==> config.mk <==
export PLATFORM = sky130hd
export DESIGN_NAME = elevator_call_scheduler
export DESIGN_NICKNAME = d
export VERILOG_FILES = /design/src/rtl/elevator_call_scheduler.sv
export SDC_FILE = /design/constraint.sdc
export NUM_CORES = 1
export LEC_CHECK = 0
export CORE_ASPECT_RATIO = 1.5
export CORE_MARGIN = 8
export CORE_UTILIZATION = 53
export CTS_CLUSTER_DIAMETER = 40
export DETAILED_ROUTE_END_ITERATION = 16
export PLACE_DENSITY = 0.79
export SLEW_MARGIN = 20
export SYNTH_ARGS = -nofsm -noshare
export SYNTH_HDL_FRONTEND = slang
export SYNTH_SLANG_ARGS = --single-unit
==> constraint.sdc <==
create_clock -name clk -period 3.8 [get_ports clk]
set_clock_uncertainty 0.15 [all_clocks]
set_input_delay 0.76 -clock clk [delete_from_list [all_inputs] [get_ports clk]]
set_output_delay 0.76 -clock clk [all_outputs]
set_load 0.02 [all_outputs]
==> src/rtl/elevator_call_scheduler.sv <==
// SCAN-order elevator call scheduler: latches floor calls, sequences the up/down
// motor drive with a per-floor travel timer, holds the door for a fixed dwell.
module elevator_call_scheduler #(
    parameter  int FLOORS        = 4,
    parameter  int TRAVEL_CYCLES = 8,
    parameter  int DOOR_CYCLES   = 4,
    localparam int FW            = $clog2(FLOORS)
) (
    input  logic              clk,
    input  logic              rst_n,
    input  logic [FLOORS-1:0] call,
    output logic [FLOORS-1:0] pending,
    output logic [FW-1:0]     piso,
    output logic              motorsubir,
    output logic              motorbajar,
    output logic              door_open,
    output logic [6:0]        display
);

    localparam int TW = $clog2(TRAVEL_CYCLES + 1);
    localparam int DW = $clog2(DOOR_CYCLES + 1);

    typedef enum logic [1:0] {
        IDLE,
        MOVE_UP,
        MOVE_DOWN,
        DOOR_OPEN
    } state_t;

    state_t            state_q, state_d;
    logic [FW-1:0]     piso_q, piso_d;
    logic [FLOORS-1:0] pending_q, pending_d;
    logic              dir_up_q, dir_up_d;
    logic [TW-1:0]     travel_q, travel_d;
    logic [DW-1:0]     door_q, door_d;
    logic              motorsubir_q, motorsubir_d;
    logic              motorbajar_q, motorbajar_d;
    logic              door_open_q, door_open_d;

    logic [FLOORS-1:0] call_eff;
    logic [FLOORS-1:0] served;
    logic [FW-1:0]     next_floor;
    logic              beyond;

    function automatic logic calls_above(input logic [FLOORS-1:0] p, input logic [FW-1:0] f);
        logic hit;
        hit = 1'b0;
        for (int i = 0; i < FLOORS; i++) begin
            if (i > int'(f) && p[i]) hit = 1'b1;
        end
        return hit;
    endfunction

    function automatic logic calls_below(input logic [FLOORS-1:0] p, input logic [FW-1:0] f);
        logic hit;
        hit = 1'b0;
        for (int i = 0; i < FLOORS; i++) begin
            if (i < int'(f) && p[i]) hit = 1'b1;
        end
        return hit;
    endfunction

    always_comb begin
        // NOTE: every signal written here gets a default first, so no path can infer a latch.
        state_d    = state_q;
        piso_d     = piso_q;
        dir_up_d   = dir_up_q;
        travel_d   = travel_q;
        door_d     = door_q;
        served     = '0;
        next_floor = piso_q;
        beyond     = 1'b0;

        // A call for the floor whose door is already open is absorbed by this stop.
        call_eff = call;
        if (state_q == DOOR_OPEN) call_eff[piso_q] = 1'b0;

        unique case (state_q)
            IDLE: begin
                if (pending_q[piso_q]) begin
                    state_d        = DOOR_OPEN;
                    door_d         = '0;
                    served[piso_q] = 1'b1;
                end else if (dir_up_q ? calls_above(pending_q, piso_q)
                                      : calls_below(pending_q, piso_q)) begin
                    state_d  = dir_up_q ? MOVE_UP : MOVE_DOWN;
                    travel_d = '0;
                end else if (dir_up_q ? calls_below(pending_q, piso_q)
                                      : calls_above(pending_q, piso_q)) begin
                    dir_up_d = ~dir_up_q;
                    state_d  = dir_up_q ? MOVE_DOWN : MOVE_UP;
                    travel_d = '0;
                end
            end
            MOVE_UP, MOVE_DOWN: begin
                if (travel_q == TW'(TRAVEL_CYCLES - 1)) begin
                    next_floor = (state_q == MOVE_UP) ? piso_q + 1'b1 : piso_q - 1'b1;
                    beyond     = (state_q == MOVE_UP) ? calls_above(pending_q, next_floor)
                                                      : calls_below(pending_q, next_floor);
                    piso_d     = next_floor;
                    if (pending_q[next_floor]) begin
                        state_d            = DOOR_OPEN;
                        door_d             = '0;
                        served[next_floor] = 1'b1;
                    end else if (beyond) begin
                        travel_d = '0;
                    end else begin
                        state_d = IDLE;
                    end
                end else begin
                    travel_d = travel_q + 1'b1;
                end
            end
            DOOR_OPEN: begin
                if (door_q == DW'(DOOR_CYCLES - 1)) begin
                    state_d = IDLE;
                    door_d  = '0;
                end else begin
                    door_d = door_q + 1'b1;
                end
            end
            default: state_d = IDLE;
        endcase

        // Clearing on the stop edge wins over a same-edge call for that floor.
        pending_d    = (pending_q | call_eff) & ~served;
        motorsubir_d = (state_d == MOVE_UP);
        motorbajar_d = (state_d == MOVE_DOWN);
        door_open_d  = (state_d == DOOR_OPEN);
    end

    // NOTE: sequential state uses non-blocking assignments so every register samples pre-edge values.
    always_ff @(posedge clk or negedge rst_n) begin
        if (!rst_n) begin
            state_q      <= IDLE;
            piso_q       <= '0;
            pending_q    <= '0;
            dir_up_q     <= 1'b1;
            travel_q     <= '0;
            door_q       <= '0;
            motorsubir_q <= 1'b0;
            motorbajar_q <= 1'b0;
            door_open_q  <= 1'b0;
        end else begin
            state_q      <= state_d;
            piso_q       <= piso_d;
            pending_q    <= pending_d;
            dir_up_q     <= dir_up_d;
            travel_q     <= travel_d;
            door_q       <= door_d;
            motorsubir_q <= motorsubir_d;
            motorbajar_q <= motorbajar_d;
            door_open_q  <= door_open_d;
        end
    end

    // Segment order {g,f,e,d,c,b,a}; floor index n is shown as digit n+1.
    always_comb begin
        case (int'(piso_q))
            0:       display = 7'b0000110;
            1:       display = 7'b1011011;
            2:       display = 7'b1001111;
            3:       display = 7'b1100110;
            4:       display = 7'b1101101;
            5:       display = 7'b1111101;
            6:       display = 7'b0000111;
            7:       display = 7'b1111111;
            8:       display = 7'b1101111;
            default: display = 7'b0000000;
        endcase
    end

    assign pending    = pending_q;
    assign piso       = piso_q;
    assign motorsubir = motorsubir_q;
    assign motorbajar = motorbajar_q;
    assign door_open  = door_open_q;

endmodule
# == Word level (Yosys, flattened, before mapping) ==
# Index checks and enable logic that the tools add are counted.
# word_totals
input_bits,6
reg_bits,19
wordCells,143
# op_classes
n_addsub,4
n_reduce_logical,22
magnitude_cmp,16
n_bitwise,8
muxes,66
eq_ne,18
# ops
op,count
2-to-1 mux 4 bit,10
2-to-1 mux 1 bit,33
case mux 7 bit (4 select lines),1
2-to-1 mux 2 bit,10
case mux 4 bit (2 select lines),2
logical AND 1 bit,14
equality test 2 bit (second input constant),6
2-to-1 mux 3 bit,4
inequality test 3 bit (second input constant),3
case mux 3 bit (3 select lines),1
bitwise AND 4 bit,2
> comparator 2 bit (first input constant),4
less-than comparator 1 x 2 -> 1 bit (first input constant),4
inequality test 2 bit (second input constant),4
inverter 4 bit,2
equality test 2 x 1 -> 1 bit (second input constant),3
less-than comparator 2 x 3 -> 1 bit (second input constant),2
case mux 2 bit (3 select lines),1
AND reduction 5 bit,1
adder 4 x 1 -> 4 bit (second input constant),1
binary-select mux 1 bit (select 2 bit),2
demux 1 bit (select 2 bit),2
equality test 4 x 3 -> 1 bit (second input constant),1
greater-or-equal comparator 2 x 1 -> 1 bit (second input constant),2
14 further kinds,19

# == Depth between registers and ports, before layout ==
# logic_depth
word_depth,17
ltp_mapped,8

# == Worst setup path after synthesis ==
# No wires, ideal clock.
# synth_path
path_kind,reg2reg
from,reg piso_q[0] (netlist: piso[0])
to,reg travel_q[2]
arrival_ps,2713
t_required_ps,3530
path_slack_ps,818
n_path_buf,0
path_stages_with_launch,9
cell_sequence,dfrtp_1 inv_1 ha_1 xnor2_1 mux4_2 and2_1 a221oi_4 a21oi_1 a31o_1
# synth_between
elab_chain_cells,12
word_cells_on_any_way,68
# synth_lines
element,line,source
from (decl),31,"logic [FW-1:0] piso_q, piso_d;"
from (signal assigned),146,piso_q <= piso_d;
subtractor 2 x 1 -> 2 bit or adder 2 x 1 -> 2 bit (tied branches),97,next_floor = (state_q == MOVE_UP) ? piso_q + 1'b1 : piso_q - 1'b1;
2-to-1 mux 2 bit,97,
less-than comparator 1 x 2 -> 1 bit or > comparator 1 x 2 -> 1 bit (tied branches),"58, 49",
"logical AND 1 bit, on equally long branches","58, 49",
"2-to-1 mux 1 bit, on equally long branches (3 in series)","58, 49",
2-to-1 mux 1 bit,96,if (travel_q == TW'(TRAVEL_CYCLES - 1)) begin
2-to-1 mux 1 bit,78,unique case (state_q)
2-to-1 mux 1 bit,98,"beyond = (state_q == MOVE_UP) ? calls_above(pending_q, next_floor)"
inequality test 3 bit (no line),--,
AND reduction 5 bit (no line),--,
to (signal assigned),149,travel_q <= travel_d;
to (decl),34,"logic [TW-1:0] travel_q, travel_d;"
# Several ways; a longest one is shown, not always the timed one. The select of a mux whose other input is x is not followed.
# A chain may end at the register's enable or synchronous reset.

# == Final worst setup path ==
# layout_path
from,reg piso_q[0] (netlist: piso[0])
to,out display[3]
# layout_between
elab_chain_cells,2
word_cells_on_any_way,5
# layout_lines
element,line,source
"equality test 2 bit, or another cell as far along",159,case (int'(piso_q))
case mux 7 bit (4 select lines) (*),159,
to (decl),17,output logic [6:0] display
# Mark *: on every way between the ends. The rest lies on a longest branch, timed or not. The select of a mux whose other input is x is not followed.

==> qor.yml <==
layout:
  final_cell_mix: "clkdlybuf4s50_1 (20), dfrtp_1 (18), nand2_1 (17)"
  final_util_pct: 65.3
  diodes: 0
  mostFrequentLayoutCell: "clkdlybuf4s50_1"
  final_nets: 187
  syn2layout_area_growth_pct: 17.1
  drive_gt1_share_pct: 8.98
sta:
  max_clock_freq_mhz: 313
  min_period_over_period_pct: 84.1
  finalHoldViolations: 0
  final.setup.tns_ps: 0
  finalCriticalPeriod_ps: 3190
  slew_headroom_pct: 43.6
  rsz0062_at_grt: "false"
  tightestPinTransition_ps: 844
  maxSlewViolCount: 0
  finalSetupViolations: 0
placement:
  routabilityCongestion: 0.882
  post-dp-hpwl_um: 2450
  io_buffers: 20
logic_synthesis:
  syn_inst: 146
  ys_seq_area_share_pct: 35.3
  ys_types: 44
  synthMuxAreaShare_pct: 5.65
  ys.flop_type: "dfrtp_1"
  synth-compound-area-share_pct: 21.1
  synth-xor-area-share_pct: 1.95
  synth_top_family_by_area: "compound AO/OA/AOI/OAI gates"
  ys_ff_latch: 19
  yosysWarnings: 0
  async_flop_share_pct: 100
  synth_simple_gate_area_share_pct: 18.1
  synth_edf_count: 0
  syn_area_per_cell_um2: 9.25
  netlist_area_um2: 1350
  syn-num-nets: 165
  synth_adder_area_share_pct: 12.0
worst_setup_path:
  worstPathArrival_ps: 2280
  cp.required_ps: 2890
  critPathKind: "flip-flop to output pin"
  start_kind: "flip-flop"
  rr_worst_depth: 8
  critPathMaxFanout: 12
  critPathCaptureType: "output pin"
clocking:
  clock-sinks: 19
  clkTransAtPathRegs_ps: 110
  postCtsHoldBufs: 0
  cts_tree: "done"
  ctsResizeCount: 0
  postCtsSetupBuffers: 0
  numCtsBuffers: 3
  htreeDepth: 1
  cts_root_buf: "clkbuf_4"
  clk_latency_ps: 300
  clockBufferDepth: 2
global_route:
  antenna_found_initial: 0
  first_global_vias: 1142
  grt_use_total_pct: 13.7
  grt_first_pass_wirelength_um: 5130
  grt_max_degree: 20
  gr-total-overflow: 0
floorplan:
  die_w_um: 57.2
  dieHeight_um: 77.8
  core_area_um2: 2420
  num_rows: 22
  die-area_um2: 4450
  num_io_pins: 22
  start_util_pct: 55.7
power_and_ir_drop:
  leakage_nw: 0.696
  vdd_ir_drop_max_uv: 480
  power_density_nw_per_um2: 858
route:
  first_iter_violations: 27
  finalWirelength_um: 3070
  wl_met1_um: 1170
  first_pass_iters: 5
  drc_errors: 0
  wl_per_cell_um: 16.1
  met3RoutedLength_um: 160
  wl_met2_um: 1680
  vias: 1160
  highest_layer: "met4"
  routed_via_density: 6.07
  antenna_left: 0
hold_path:
  min_path_cells: 1
  hold_class: "flip-flop to flip-flop"
run_status:
  outcome: "complete, no violations"
flow_run:
  max_cap_viol_count: 0
-- worst paths after layout --
| kind | startpoint | endpoint | slack [ps] |
|---|---|---|---|
| worst max-delay path | piso[0] | display[3] | 610 |
| worst min-delay path | door_q[2] | door_q[2] | 350 |
| worst min register to register | door_q[2] | door_q[2] | 350 |
| worst max register to register | piso[0] | travel_q[2] | 700 |
| min in group asynchronous | rst_n | door_q[2] | 780 |
| max in group asynchronous | rst_n | travel_q[0] | 2210 |
-- stage by stage --
step | setup WS [ps] | power, mW | instances | cell area [µm²] | hold slack, ps
after floorplan | 818 | 0.987 | 146 | 1350 | 302
after global placement | 914 | 1.22 | 187 | 1550 | 320
after detailed placement | 739 | 1.25 | 187 | 1550 | 322
after CTS | 609 | 1.36 | 191 | 1580 | 349
after global routing | 472 | 1.46 | 191 | 1580 | 379
final | 605 | 1.36 | 191 | 1580 | 346
-- sequential cells by signal (all words and copies together) (netlist names) --
| register | cells |
|---|---|
| dir_up_q | 1 |
| door_open | 1 |
| door_q | 3 |
| motorbajar | 1 |
| motorsubir | 1 |
| pending | 4 |
| piso | 2 |
| state_q | 2 |
| travel_q | 4 |
-- final cells by class --
class                      count  area (µm²)
multi-input combinational    111         798
timing repair buffer          20         200
clock inverter                 1        5.00
sequential                    19         477
clock buffer                   3        22.5
fill                         206         841
inverter                      13        48.8
tap                           24        30.0
-- per-layer routing --
metal,GRT usage (%),vias up
met5,0,-
met4,5.19,0
met3,2.61,8
met2,24.7,37
met1,15.1,559
li1,-,556
-- where the power goes --
part / leakage [nW] / switching [mW] / internal, mW / total, mW
logic: 0.446 / 0.510 / 0.383 / 0.894
clock network: 0.0177 / 0.0665 / 0.0392 / 0.106
registers: 0.232 / 0.0889 / 0.268 / 0.357
-- worst max-delay path, stage by stage, from the launching register on --
cell and delay, ps:
dfrtp_1 610, inv_1 230, ha_1 470, clkdlybuf4s50_1 680
-- cells by family (layout without fill, tap and decap cells) --
| logic type | Yosys count | in the layout |
|---|---|---|
| AND/OR/NAND/NOR | 51 | 51 |
| buffers and inverters | 16 | 37 |
| XOR/XNOR | 3 | 3 |
| multiplexers | 5 | 5 |
| adder cells (fa/ha/maj) | 13 | 13 |
| other | 1 | 1 |
| flip-flops | 19 | 19 |
| AO/OA/AOI/OAI | 38 | 38 |
-- synthesized netlist by cell type (all sizes together) (2+ instances only) --
cell type	number	share of area (%)
a211oi	4	2.2
a21boi	2	1.1
a21oi	10	3.7
a221oi	2	2.6
a22oi	2	1.1
and2	3	1.5
and3	3	1.4
buf	3	1.9
dfrtp	18	33
ha	13	12
inv	13	3.6
mux2i	2	1.5
mux4	2	3.3
nand2	17	4.7
nand3	2	0.74
nand4	2	0.93
nor2	16	4.4
nor2b	3	1.4
nor3	2	1.1
o21ai	7	2.6
xnor2	2	1.3
(Power assumes the default switching activity.)
